<file path="src/rtl/alu_arbiter.sv">
// Round-robin front end that shares one combinational ALU between two requesters.
// Operands are registered before the ALU, and the result is held until the consumer takes it.
module alu_arbiter #(
  parameter int N = 32
) (
  input  logic         clk,
  input  logic         rst,
  input  logic         req0_valid,
  output logic         req0_ready,
  input  logic [3:0]   req0_sel,
  input  logic [N-1:0] req0_a,
  input  logic [N-1:0] req0_b,
  input  logic         req1_valid,
  output logic         req1_ready,
  input  logic [3:0]   req1_sel,
  input  logic [N-1:0] req1_a,
  input  logic [N-1:0] req1_b,
  output logic [3:0]   alu_sel,
  output logic [N-1:0] alu_a,
  output logic [N-1:0] alu_b,
  input  logic [N-1:0] alu_out,
  input  logic         alu_zero,
  output logic         res_valid,
  input  logic         res_ready,
  output logic         res_id,
  output logic [N-1:0] res_out,
  output logic         res_zero,
  output logic         res_err
);

  typedef enum logic [1:0] {
    IDLE = 2'd0,
    EXEC = 2'd1,
    DONE = 2'd2
  } state_t;

  state_t         state_r, state_s;
  logic           rr_ptr_r;
  logic           grant_s;
  logic           accept_s;
  logic [3:0]     op_sel_r;
  logic [N-1:0]   op_a_r, op_b_r;
  logic           op_id_r;

  function automatic logic sel_illegal(input logic [3:0] sel);
    case (sel)
      4'b0010, 4'b0110, 4'b0000, 4'b0001: sel_illegal = 1'b0;
      default:                            sel_illegal = 1'b1;
    endcase
  endfunction

  assign alu_sel = op_sel_r;
  assign alu_a   = op_a_r;
  assign alu_b   = op_b_r;

  // Grant selection: a lone requester wins, otherwise rr_ptr breaks the tie.
  always_comb begin
    grant_s = 1'b0;
    if (req0_valid && req1_valid) begin
      grant_s = rr_ptr_r;
    end else if (req1_valid) begin
      grant_s = 1'b1;
    end else begin
      grant_s = 1'b0;
    end
  end

  // Next-state and ready generation; readies are only offered in IDLE and never during reset.
  always_comb begin
    state_s    = state_r;
    accept_s   = 1'b0;
    req0_ready = 1'b0;
    req1_ready = 1'b0;
    case (state_r)
      IDLE: begin
        if (!rst && (req0_valid || req1_valid)) begin
          accept_s   = 1'b1;
          req0_ready = ~grant_s;
          req1_ready = grant_s;
          state_s    = EXEC;
        end else begin
          state_s = IDLE;
        end
      end
      EXEC: state_s = DONE;
      DONE: begin
        if (res_ready) begin
          state_s = IDLE;
        end else begin
          state_s = DONE;
        end
      end
      default: state_s = IDLE;
    endcase
  end

  // State register.
  always_ff @(posedge clk or posedge rst) begin
    if (rst) begin
      state_r <= IDLE;
    end else begin
      state_r <= state_s;
    end
  end

  // Operand registers and round-robin pointer, loaded on an accepted request.
  always_ff @(posedge clk or posedge rst) begin
    if (rst) begin
      op_sel_r <= 4'b0000;
      op_a_r   <= {N{1'b0}};
      op_b_r   <= {N{1'b0}};
      op_id_r  <= 1'b0;
      rr_ptr_r <= 1'b0;
    end else if (accept_s) begin
      op_sel_r <= grant_s ? req1_sel : req0_sel;
      op_a_r   <= grant_s ? req1_a   : req0_a;
      op_b_r   <= grant_s ? req1_b   : req0_b;
      op_id_r  <= grant_s;
      rr_ptr_r <= ~grant_s;
    end
  end

  // Result capture at the end of EXEC; held until the consumer takes it in DONE.
  always_ff @(posedge clk or posedge rst) begin
    if (rst) begin
      res_valid <= 1'b0;
      res_out   <= {N{1'b0}};
      res_zero  <= 1'b0;
      res_id    <= 1'b0;
      res_err   <= 1'b0;
    end else begin
      case (state_r)
        EXEC: begin
          res_valid <= 1'b1;
          res_out   <= alu_out;
          res_zero  <= alu_zero;
          res_id    <= op_id_r;
          res_err   <= sel_illegal(op_sel_r);
        end
        DONE: begin
          if (res_ready) begin
            res_valid <= 1'b0;
          end
        end
        default: begin
        end
      endcase
    end
  end

endmodule

</file>
<file path="config.mk">
export PLATFORM = sky130hd
export DESIGN_NAME = alu_arbiter
export DESIGN_NICKNAME = d
export VERILOG_FILES = /design/src/rtl/alu_arbiter.sv
export SDC_FILE = /design/constraint.sdc
export NUM_CORES = 1
export LEC_CHECK = 0
export ABC_AREA = 0
export CAP_MARGIN = 20
export CORE_ASPECT_RATIO = 2
export CORE_MARGIN = 3
export CORE_UTILIZATION = 41
export DETAILED_ROUTE_END_ITERATION = 7
export GPL_TIMING_DRIVEN = 0
export PLACE_DENSITY = 0.91
export SYNTH_ARGS = -nofsm -noshare
export SYNTH_HDL_FRONTEND = slang
export SYNTH_SLANG_ARGS = --single-unit
</file>
<file path="constraint.sdc">
create_clock -name clk -period 7.8 [get_ports clk]
set_input_delay 1.56 -clock clk [delete_from_list [all_inputs] [get_ports clk]]
set_output_delay 1.56 -clock clk [all_outputs]
set_load 0.01 [all_outputs]
</file>
==> results of run 1 <==
## kinds of logic after synthesis
group	count (synthesis)	synth area share [%]
simple gates	147	14.90
compound gates	76	15.35
buf+inv	48	4.498
mux	34	8.097
flops	108	57.16
## final cells by class
cell class                 count  area, um^2
multi-input combinational    257        1813
timing repair buffer         279        2810
clock inverter                 6       55.05
buffer                        43       193.9
tap                          140       175.2
sequential                   108        2703
clock buffer                  10       229.0
inverter                       5       21.27
fill                         819        3080
## power groups by stage
| stage | clock, mW | sequential [mW] | combinational, mW |
|---|---|---|---|
| 6_report | 0.436 | 0.987 | 1.24 |
| 5_1_grt | 0.469 | 1.02 | 1.32 |
| 4_1_cts | 0.446 | 0.987 | 1.26 |
| 3_5_place_dp | 0 | 0.993 | 1.25 |
| 3_3_place_gp | 0 | 0.977 | 1.21 |
| 2_1_floorplan | 0 | 1.09 | 0.389 |
## placed cells by master (no fill, tap or decap), types with 2 or more instances in the layout
master / instances
sky130_fd_sc_hd__dfrtp_1: 108
sky130_fd_sc_hd__nor3_1: 60
sky130_fd_sc_hd__inv_8: 2
sky130_fd_sc_hd__inv_1: 4
sky130_fd_sc_hd__clkinvlp_4: 2
sky130_fd_sc_hd__buf_2: 14
sky130_fd_sc_hd__a221o_1: 68
sky130_fd_sc_hd__a21oi_1: 4
sky130_fd_sc_hd__buf_6: 2
sky130_fd_sc_hd__nor2_1: 3
sky130_fd_sc_hd__nor2b_1: 3
sky130_fd_sc_hd__clkbuf_1: 27
sky130_fd_sc_hd__nor3_2: 9
sky130_fd_sc_hd__clkbuf_16: 9
sky130_fd_sc_hd__mux2_2: 34
sky130_fd_sc_hd__clkdlybuf4s50_1: 278
sky130_fd_sc_hd__nand2_1: 69
## worst paths after layout
path | start | endpoint | slack [ns]
worst min register to register | res_out[29]$_DFFE_PP0P_ | res_out[29]$_DFFE_PP0P_ | 0.51
worst min-delay path | res_out[29]$_DFFE_PP0P_ | res_out[29]$_DFFE_PP0P_ | 0.51
worst max register to register | state_r[1]$_DFF_PP0_ | alu_sel[2]$_DFFE_PP0P_ | 5.90
max in group asynchronous | rst | alu_a[9]$_DFFE_PP0P_ | 5.45
min in group asynchronous | rst | state_r[0]$_DFF_PP0_ | 1.64
worst max-delay path | rst | req1_ready | 2.58
## metrics by stage
stage,area [um^2],hold WS (ns)
finish,8000,0.5086
global route,8000,0.5210
CTS,8000,0.5109
detailed placement,7716,0.4939
global placement,7686,0.4871
floorplan,4728,0.4773
## per-layer routing
layer / global-route usage, % / vias up / wire, um / part of all wire [%]
li1: - / 2124 / - / -
met1: 27.04 / 2196 / 5508 / 33
met2: 44.81 / 238 / 9028 / 54
met3: 6.834 / 53 / 1212 / 7.3
met4: 13.15 / 0 / 841 / 5.1
met5: 0 / - / 0 / 0
## critical path, stage by stage
cell,delay (ns)
sky130_fd_sc_hd__clkdlybuf4s50_1,0.47
sky130_fd_sc_hd__or3_1,0.33
sky130_fd_sc_hd__buf_2,0.20
sky130_fd_sc_hd__buf_6,0.16
sky130_fd_sc_hd__buf_6,0.15
sky130_fd_sc_hd__nor3b_2,0.20
sky130_fd_sc_hd__clkdlybuf4s50_1,0.60
## state kept, by name (all words and copies together) (netlist names)
signal and flops:
alu_a 32, alu_b 32, alu_sel 4, op_id_r 1
res_err 1, res_id 1, res_out 32, res_valid 1
res_zero 1, rr_ptr_r 1, state_r 2
==> tab_implementation.tex, run 1 <==
\begin{tabular}{lr}
\hline
Metric & Value \\
\hline
\multicolumn{2}{l}{\textbf{Yosys}} \\
Synthesized Nets & just under 600 \\
Top\_reg\_cell synth & sky130\_fd\_sc\_hd\_\_dfrtp\_1 \\
Area leader, netlist & sky130\_fd\_sc\_hd\_\_dfrtp\_1 \\
Leading cell type by number of instances after synthesis & sky130\_fd\_sc\_hd\_\_dfrtp\_1 \\
Leading post-synthesis cells by cell area & sky130\_fd\_sc\_hd\_\_dfrtp\_1 (57\%), sky130\_fd\_sc\_hd\_\_a221o\_1 (14\%), sky130\_fd\_sc\_hd\_\_mux2\_2 (8.1\%), sky130\_fd\_sc\_hd\_\_nor3\_1 (6.4\%), sky130\_fd\_sc\_hd\_\_nand2\_1 (5.5\%) \\
Mean cell area of the mapped netlist & 11.45 um\^{}2 \\
Post-synth design cell area & between 4000 and 5000 um\^{}2 \\
Number of enable flip-flop cells after synthesis & 0 \\
Count of different cell masters after synthesis & 21 \\
Fraction of registers with async set or reset after synthesis & 100.0\% \\
Sequential cell area fraction in the yosys report & between 50\% and 60\% \\
Synth Warn \# & 0 \\
Commonest cells post-synth & sky130\_fd\_sc\_hd\_\_dfrtp\_1 (108), sky130\_fd\_sc\_hd\_\_nand2\_1 (69), sky130\_fd\_sc\_hd\_\_a221o\_1 (68) \\
Number of instances in the synthesized netlist & roughly 410 \\
Area share of the largest cell type after synthesis & 57.16\% \\
Flip-flop and latch count after synthesis & between 100 and 150 \\
\multicolumn{2}{l}{\textbf{Cells and area}} \\
Fraction of final layout cells with drive strength greater than 1 & 10.88\% \\
Post-layout utilization of the core & 72.20\% \\
Area growth from synthesis to final layout & 69.20\% \\
Diodes inserted & 0 \\
Final net count & 877 \\
Count of non-filler cells in the finished layout & 848 \\
\multicolumn{2}{l}{\textbf{Timing}} \\
Setup TNS Final & 0 ns \\
Slew at the pin with the worst max-slew slack & 0.7219 ns \\
Fin crit share & approximately two thirds \\
Timing-limited maximum frequency & 0.1915 GHz \\
Number of setup violations in the final report & 0 \\
RSZ-0062 raised after global routing & no \\
Number of slew-limit violations in the final report & 0 \\
Fin crit period & 5.223 ns \\
Number of hold violations in the final report & 0 \\
Minimum setup slack in the final design & about 2.6 ns \\
Setup skew after layout & 0.01202 ns \\
Worst slew margin relative to its limit & 51.55\% \\
\multicolumn{2}{l}{\textbf{Worst hold path}} \\
Hold WC Path Type & register to register \\
Hold Path Depth & 1 \\
\multicolumn{2}{l}{\textbf{Route}} \\
Post-Route WL & 16590 um \\
Routed vias/inst & 5.438 \\
Average wire length per cell after detail routing & 19.56 um \\
Iteration-0 DRC Markers & roughly 230 \\
Vias & 4611 \\
Remaining routing DRC violations & 0 \\
Pre-antenna DRT Iters & 5 \\
Post-DRT Antenna Nets & 0 \\
\multicolumn{2}{l}{\textbf{Setup path}} \\
Depth of the worst register-to-register path & 4 \\
Peak fanout along the critical path & 10 \\
Required time of the worst setup path & 6.24 ns \\
Endpoint type of the worst setup path & output pin \\
Arrival time of data at the critical path endpoint & 3.66 ns \\
Type of the setup path with the least slack & input pin to output pin \\
Crit path launch type & input pin \\
\multicolumn{2}{l}{\textbf{GRT}} \\
Total routing resource utilization after global routing & between 20\% and 30\% \\
First-pass GRT wire length & $\sim$25000 um \\
Vias in the first global route & 4927 \\
Pin count of the biggest net entering global routing & 75 \\
Total global routing overflow & 0 \\
Antenna violations before repair & 0 \\
\multicolumn{2}{l}{\textbf{Power}} \\
Clk pwr share & 16.4\% \\
Share of total power in sequential cells & 37.0\% \\
Power density over the cells & around 330 nW/um\^{}2 \\
Worst IR Drop VDD & approximately 0.19 mV \\
Sw power & about 0.86 mW \\
Share of power burned in combinational logic & 46.6\% \\
Overall Power & 2.663 mW \\
Static power due to leakage & approximately 3.3 nW \\
Switching fraction of total power & 32.26\% \\
Internal Pwr Total & 1.804 mW \\
\multicolumn{2}{l}{\textbf{Floorplanning}} \\
Starting utilization of the core area & 42.67\% \\
Width of the die & 81.94 um \\
Total die area & approximately 13000 um\^{}2 \\
Die H & 157.9 um \\
Placeable core region & roughly 11000 um\^{}2 \\
Std cell rows & 54 \\
Number of top-level pins & 280 \\
\multicolumn{2}{l}{\textbf{Placed design}} \\
Final weighted congestion in routability-driven placement & 0.8310 \\
Setup WS pre-CTS & 2.583 ns \\
PortBufs & 278 \\
Cell count after placement & approximately 830 \\
Detailed placer's ending HPWL & 13380 um \\
\multicolumn{2}{l}{\textbf{Clocking}} \\
Worst-Skew Late Latency & about 0.34 ns \\
Clock transition time at the flip-flop clock pins of the worst setup and hold paths & 0.07 ns \\
Maximum clock insertion buffer count & 2 \\
H-tree levels & 3 \\
Cell chosen for the clock root & sky130\_fd\_sc\_hd\_\_clkbuf\_16 \\
Post-cts gate resize count & 0 \\
Postcts setup bufs & 0 \\
Hold-fix buffers, CTS & 0 \\
Number of buffers inserted during clock tree synthesis & 9 \\
Number of sinks driven by the clock tree & approximately 110 \\
CTS tree & built \\
\multicolumn{2}{l}{\textbf{Outcome}} \\
Outcome & completed \\
\multicolumn{2}{l}{\textbf{Run}} \\
Max\_cap viols & 0 \\
\hline
\end{tabular}
Power figures use the tool's default switching activity.
==> run 2: changes to the inputs <==
CORE_UTILIZATION = 38   (was 41)
PLACE_DENSITY = 0.85   (was 0.91)
clock period = 5.3 ns   (was 7.8 ns; I/O delays follow)
==> tab_implementation.tex, run 2 (synthesized netlist as in run 1, its figures left out) <==
\begin{tabular}{lr}
\hline
Metric & Value \\
\hline
\multicolumn{2}{l}{\textbf{Route}} \\
Post-DRT Antenna Nets & 0 \\
Remaining routing DRC violations & 0 \\
Post-Route WL & 16850 um \\
Iteration-0 DRC Markers & between 150 and 200 \\
Pre-antenna DRT Iters & 4 \\
Routed vias/inst & 5.331 \\
Average wire length per cell after detail routing & between 15 and 20 um \\
Vias & approximately 4600 \\
\multicolumn{2}{l}{\textbf{Setup path}} \\
Required time of the worst setup path & 4.24 ns \\
Arrival time of data at the critical path endpoint & 3.14 ns \\
Worst setup slack for register-to-register paths & 3.37 ns \\
Crit path launch type & input pin \\
Endpoint type of the worst setup path & output pin \\
Peak fanout along the critical path & 10 \\
Type of the setup path with the least slack & input pin to output pin \\
\multicolumn{2}{l}{\textbf{Clocking}} \\
Hold-fix buffers, CTS & 0 \\
Post-cts gate resize count & 0 \\
Postcts setup bufs & 0 \\
CTS tree & built \\
Number of sinks driven by the clock tree & 108 \\
H-tree levels & 3 \\
Maximum clock insertion buffer count & 2 \\
Cell chosen for the clock root & sky130\_fd\_sc\_hd\_\_clkbuf\_16 \\
Clock transition time at the flip-flop clock pins of the worst setup and hold paths & $\sim$0.070 ns \\
Number of buffers inserted during clock tree synthesis & 9 \\
Worst-Skew Late Latency & between 0.3 and 0.4 ns \\
\multicolumn{2}{l}{\textbf{Power}} \\
Share of total power in sequential cells & 36.9\% \\
Power density over the cells & approximately 500 nW/um\^{}2 \\
Sw power & 1.275 mW \\
Internal Pwr Total & 2.654 mW \\
Clk pwr share & between 10\% and 20\% \\
Overall Power & between 3 and 4 mW \\
Switching fraction of total power & roughly a third \\
Share of power burned in combinational logic & 46.5\% \\
Static power due to leakage & 3.293 nW \\
Worst IR Drop VDD & 0.2673 mV \\
\multicolumn{2}{l}{\textbf{Cells and area}} \\
Area growth from synthesis to final layout & 69.41\% \\
Area of the multi-input gates & 1813 um\^{}2 \\
Number of inserted filler cells in the final layout & 981 \\
Diodes inserted & 0 \\
Area of all sequential standard cells & roughly 2700 um\^{}2 \\
Finished Cell Area & around 8000 um\^{}2 \\
Final net count & $\sim$880 \\
Most common library cell in the layout ignoring fill and taps & sky130\_fd\_sc\_hd\_\_clkdlybuf4s50\_1 \\
Most frequent cells in the layout & sky130\_fd\_sc\_hd\_\_clkdlybuf4s50\_1 (278), sky130\_fd\_sc\_hd\_\_dfrtp\_1 (108), sky130\_fd\_sc\_hd\_\_nand2\_1 (69) \\
Fraction of final layout cells with drive strength greater than 1 & 11.02\% \\
\multicolumn{2}{l}{\textbf{Floorplanning}} \\
Starting utilization of the core area & 39.00\% \\
Std cell rows & 57 \\
Placeable core region & 12120 um\^{}2 \\
Total die area & 13900 um\^{}2 \\
Die H & 163.8 um \\
Number of top-level pins & 280 \\
Width of the die & 84.88 um \\
\multicolumn{2}{l}{\textbf{Placed design}} \\
Detailed placer's ending HPWL & 13510 um \\
Area of placed instances & 7725 um\^{}2 \\
PortBufs & 278 \\
Final weighted congestion in routability-driven placement & 0.9156 \\
\multicolumn{2}{l}{\textbf{Timing}} \\
Worst slew margin relative to its limit & 52.44\% \\
Worst hold-check slack & 0.5085 ns \\
Fin crit share & 79.21\% \\
RSZ-0062 raised after global routing & no \\
Number of hold violations in the final report & 0 \\
Fin crit period & approximately 4.2 ns \\
Number of slew-limit violations in the final report & 0 \\
Number of setup violations in the final report & 0 \\
Setup TNS Final & 0 ns \\
Slew at the pin with the worst max-slew slack & 0.7086 ns \\
Setup skew after layout & 0.01211 ns \\
Timing-limited maximum frequency & 0.2382 GHz \\
\multicolumn{2}{l}{\textbf{GRT}} \\
Total routing resource utilization after global routing & a little under a quarter \\
First-pass GRT wire length & 25720 um \\
Vias in the first global route & about 4900 \\
Total global routing overflow & 0 \\
Antenna violations before repair & 0 \\
Pin count of the biggest net entering global routing & 61 \\
\multicolumn{2}{l}{\textbf{Run}} \\
Max\_cap viols & 0 \\
\multicolumn{2}{l}{\textbf{Worst hold path}} \\
Hold WC Path Type & register to register \\
\multicolumn{2}{l}{\textbf{Outcome}} \\
Outcome & completed \\
\hline
\end{tabular}
[run 2: cell count changes in the layout (fill, tap and decap cells not counted)]
cell                       previous run  this run
sky130_fd_sc_hd__clkbuf_1            27        26
sky130_fd_sc_hd__clkinv_2             0         1
[run 2: stage by stage]
stage / util (%) / instances / worst slack, ns
3_3_place_gp: 63.47 / 838 / -0.1592
2_1_floorplan: - / 413 / 1.394
3_5_place_dp: 63.72 / 839 / 1.087
6_report: 66.07 / 855 / 1.102
5_1_grt: 66.07 / 855 / 0.9963
4_1_cts: 66.07 / 855 / 1.077
[run 2: path summary, 6_finish.rpt]
path	from	end	depth (start not counted)
min	res_out[9]$_DFFE_PP0P_	res_out[9]$_DFFE_PP0P_	1
min in group asynchronous	rst	alu_sel[1]$_DFFE_PP0P_	2
max reg2reg	state_r[1]$_DFF_PP0_	alu_b[14]$_DFFE_PP0P_	4
min reg2reg	res_out[9]$_DFFE_PP0P_	res_out[9]$_DFFE_PP0P_	1
max	rst	req1_ready	7
max in group asynchronous	rst	alu_b[7]$_DFFE_PP0P_	3
[run 2: power groups by stage]
stage	sequential, mW	clock, mW	combinational [mW]
2_1_floorplan	1.61	0	0.572
5_1_grt	1.51	0.701	1.94
3_3_place_gp	1.44	0	1.80
4_1_cts	1.45	0.671	1.86
6_report	1.45	0.650	1.83
3_5_place_dp	1.46	0	1.85
[run 2: layer usage]
layer	track usage, %	part of all wire [%]	routed length, um	vias up
met3	6.074	6.2	1050	64
met5	0	0	0	-
li1	-	-	-	2116
met1	24.47	34	5691	2149
met2	42.97	54	9073	229
met4	13.69	6.1	1030	0
[run 2: area by class of cell]
type                    count  share of cell area, %
well taps                 147                  2.296
repair buffers            279                  35.08
clock buffers               9                  2.812
plain buffers              43                  2.421
flip-flops and latches    108                  33.74
clock inverters             7                 0.7498
multi-input cells         257                  22.63
inverters                   5                 0.2655
[run 2: critical path, cell delays in order]
cell and delay [ns]:
sky130_fd_sc_hd__clkdlybuf4s50_1 0.47, sky130_fd_sc_hd__or3_1 0.32, sky130_fd_sc_hd__buf_2 0.19, sky130_fd_sc_hd__buf_6 0.16, sky130_fd_sc_hd__buf_6 0.15, sky130_fd_sc_hd__nor3b_2 0.19
sky130_fd_sc_hd__clkdlybuf4s50_1 0.59
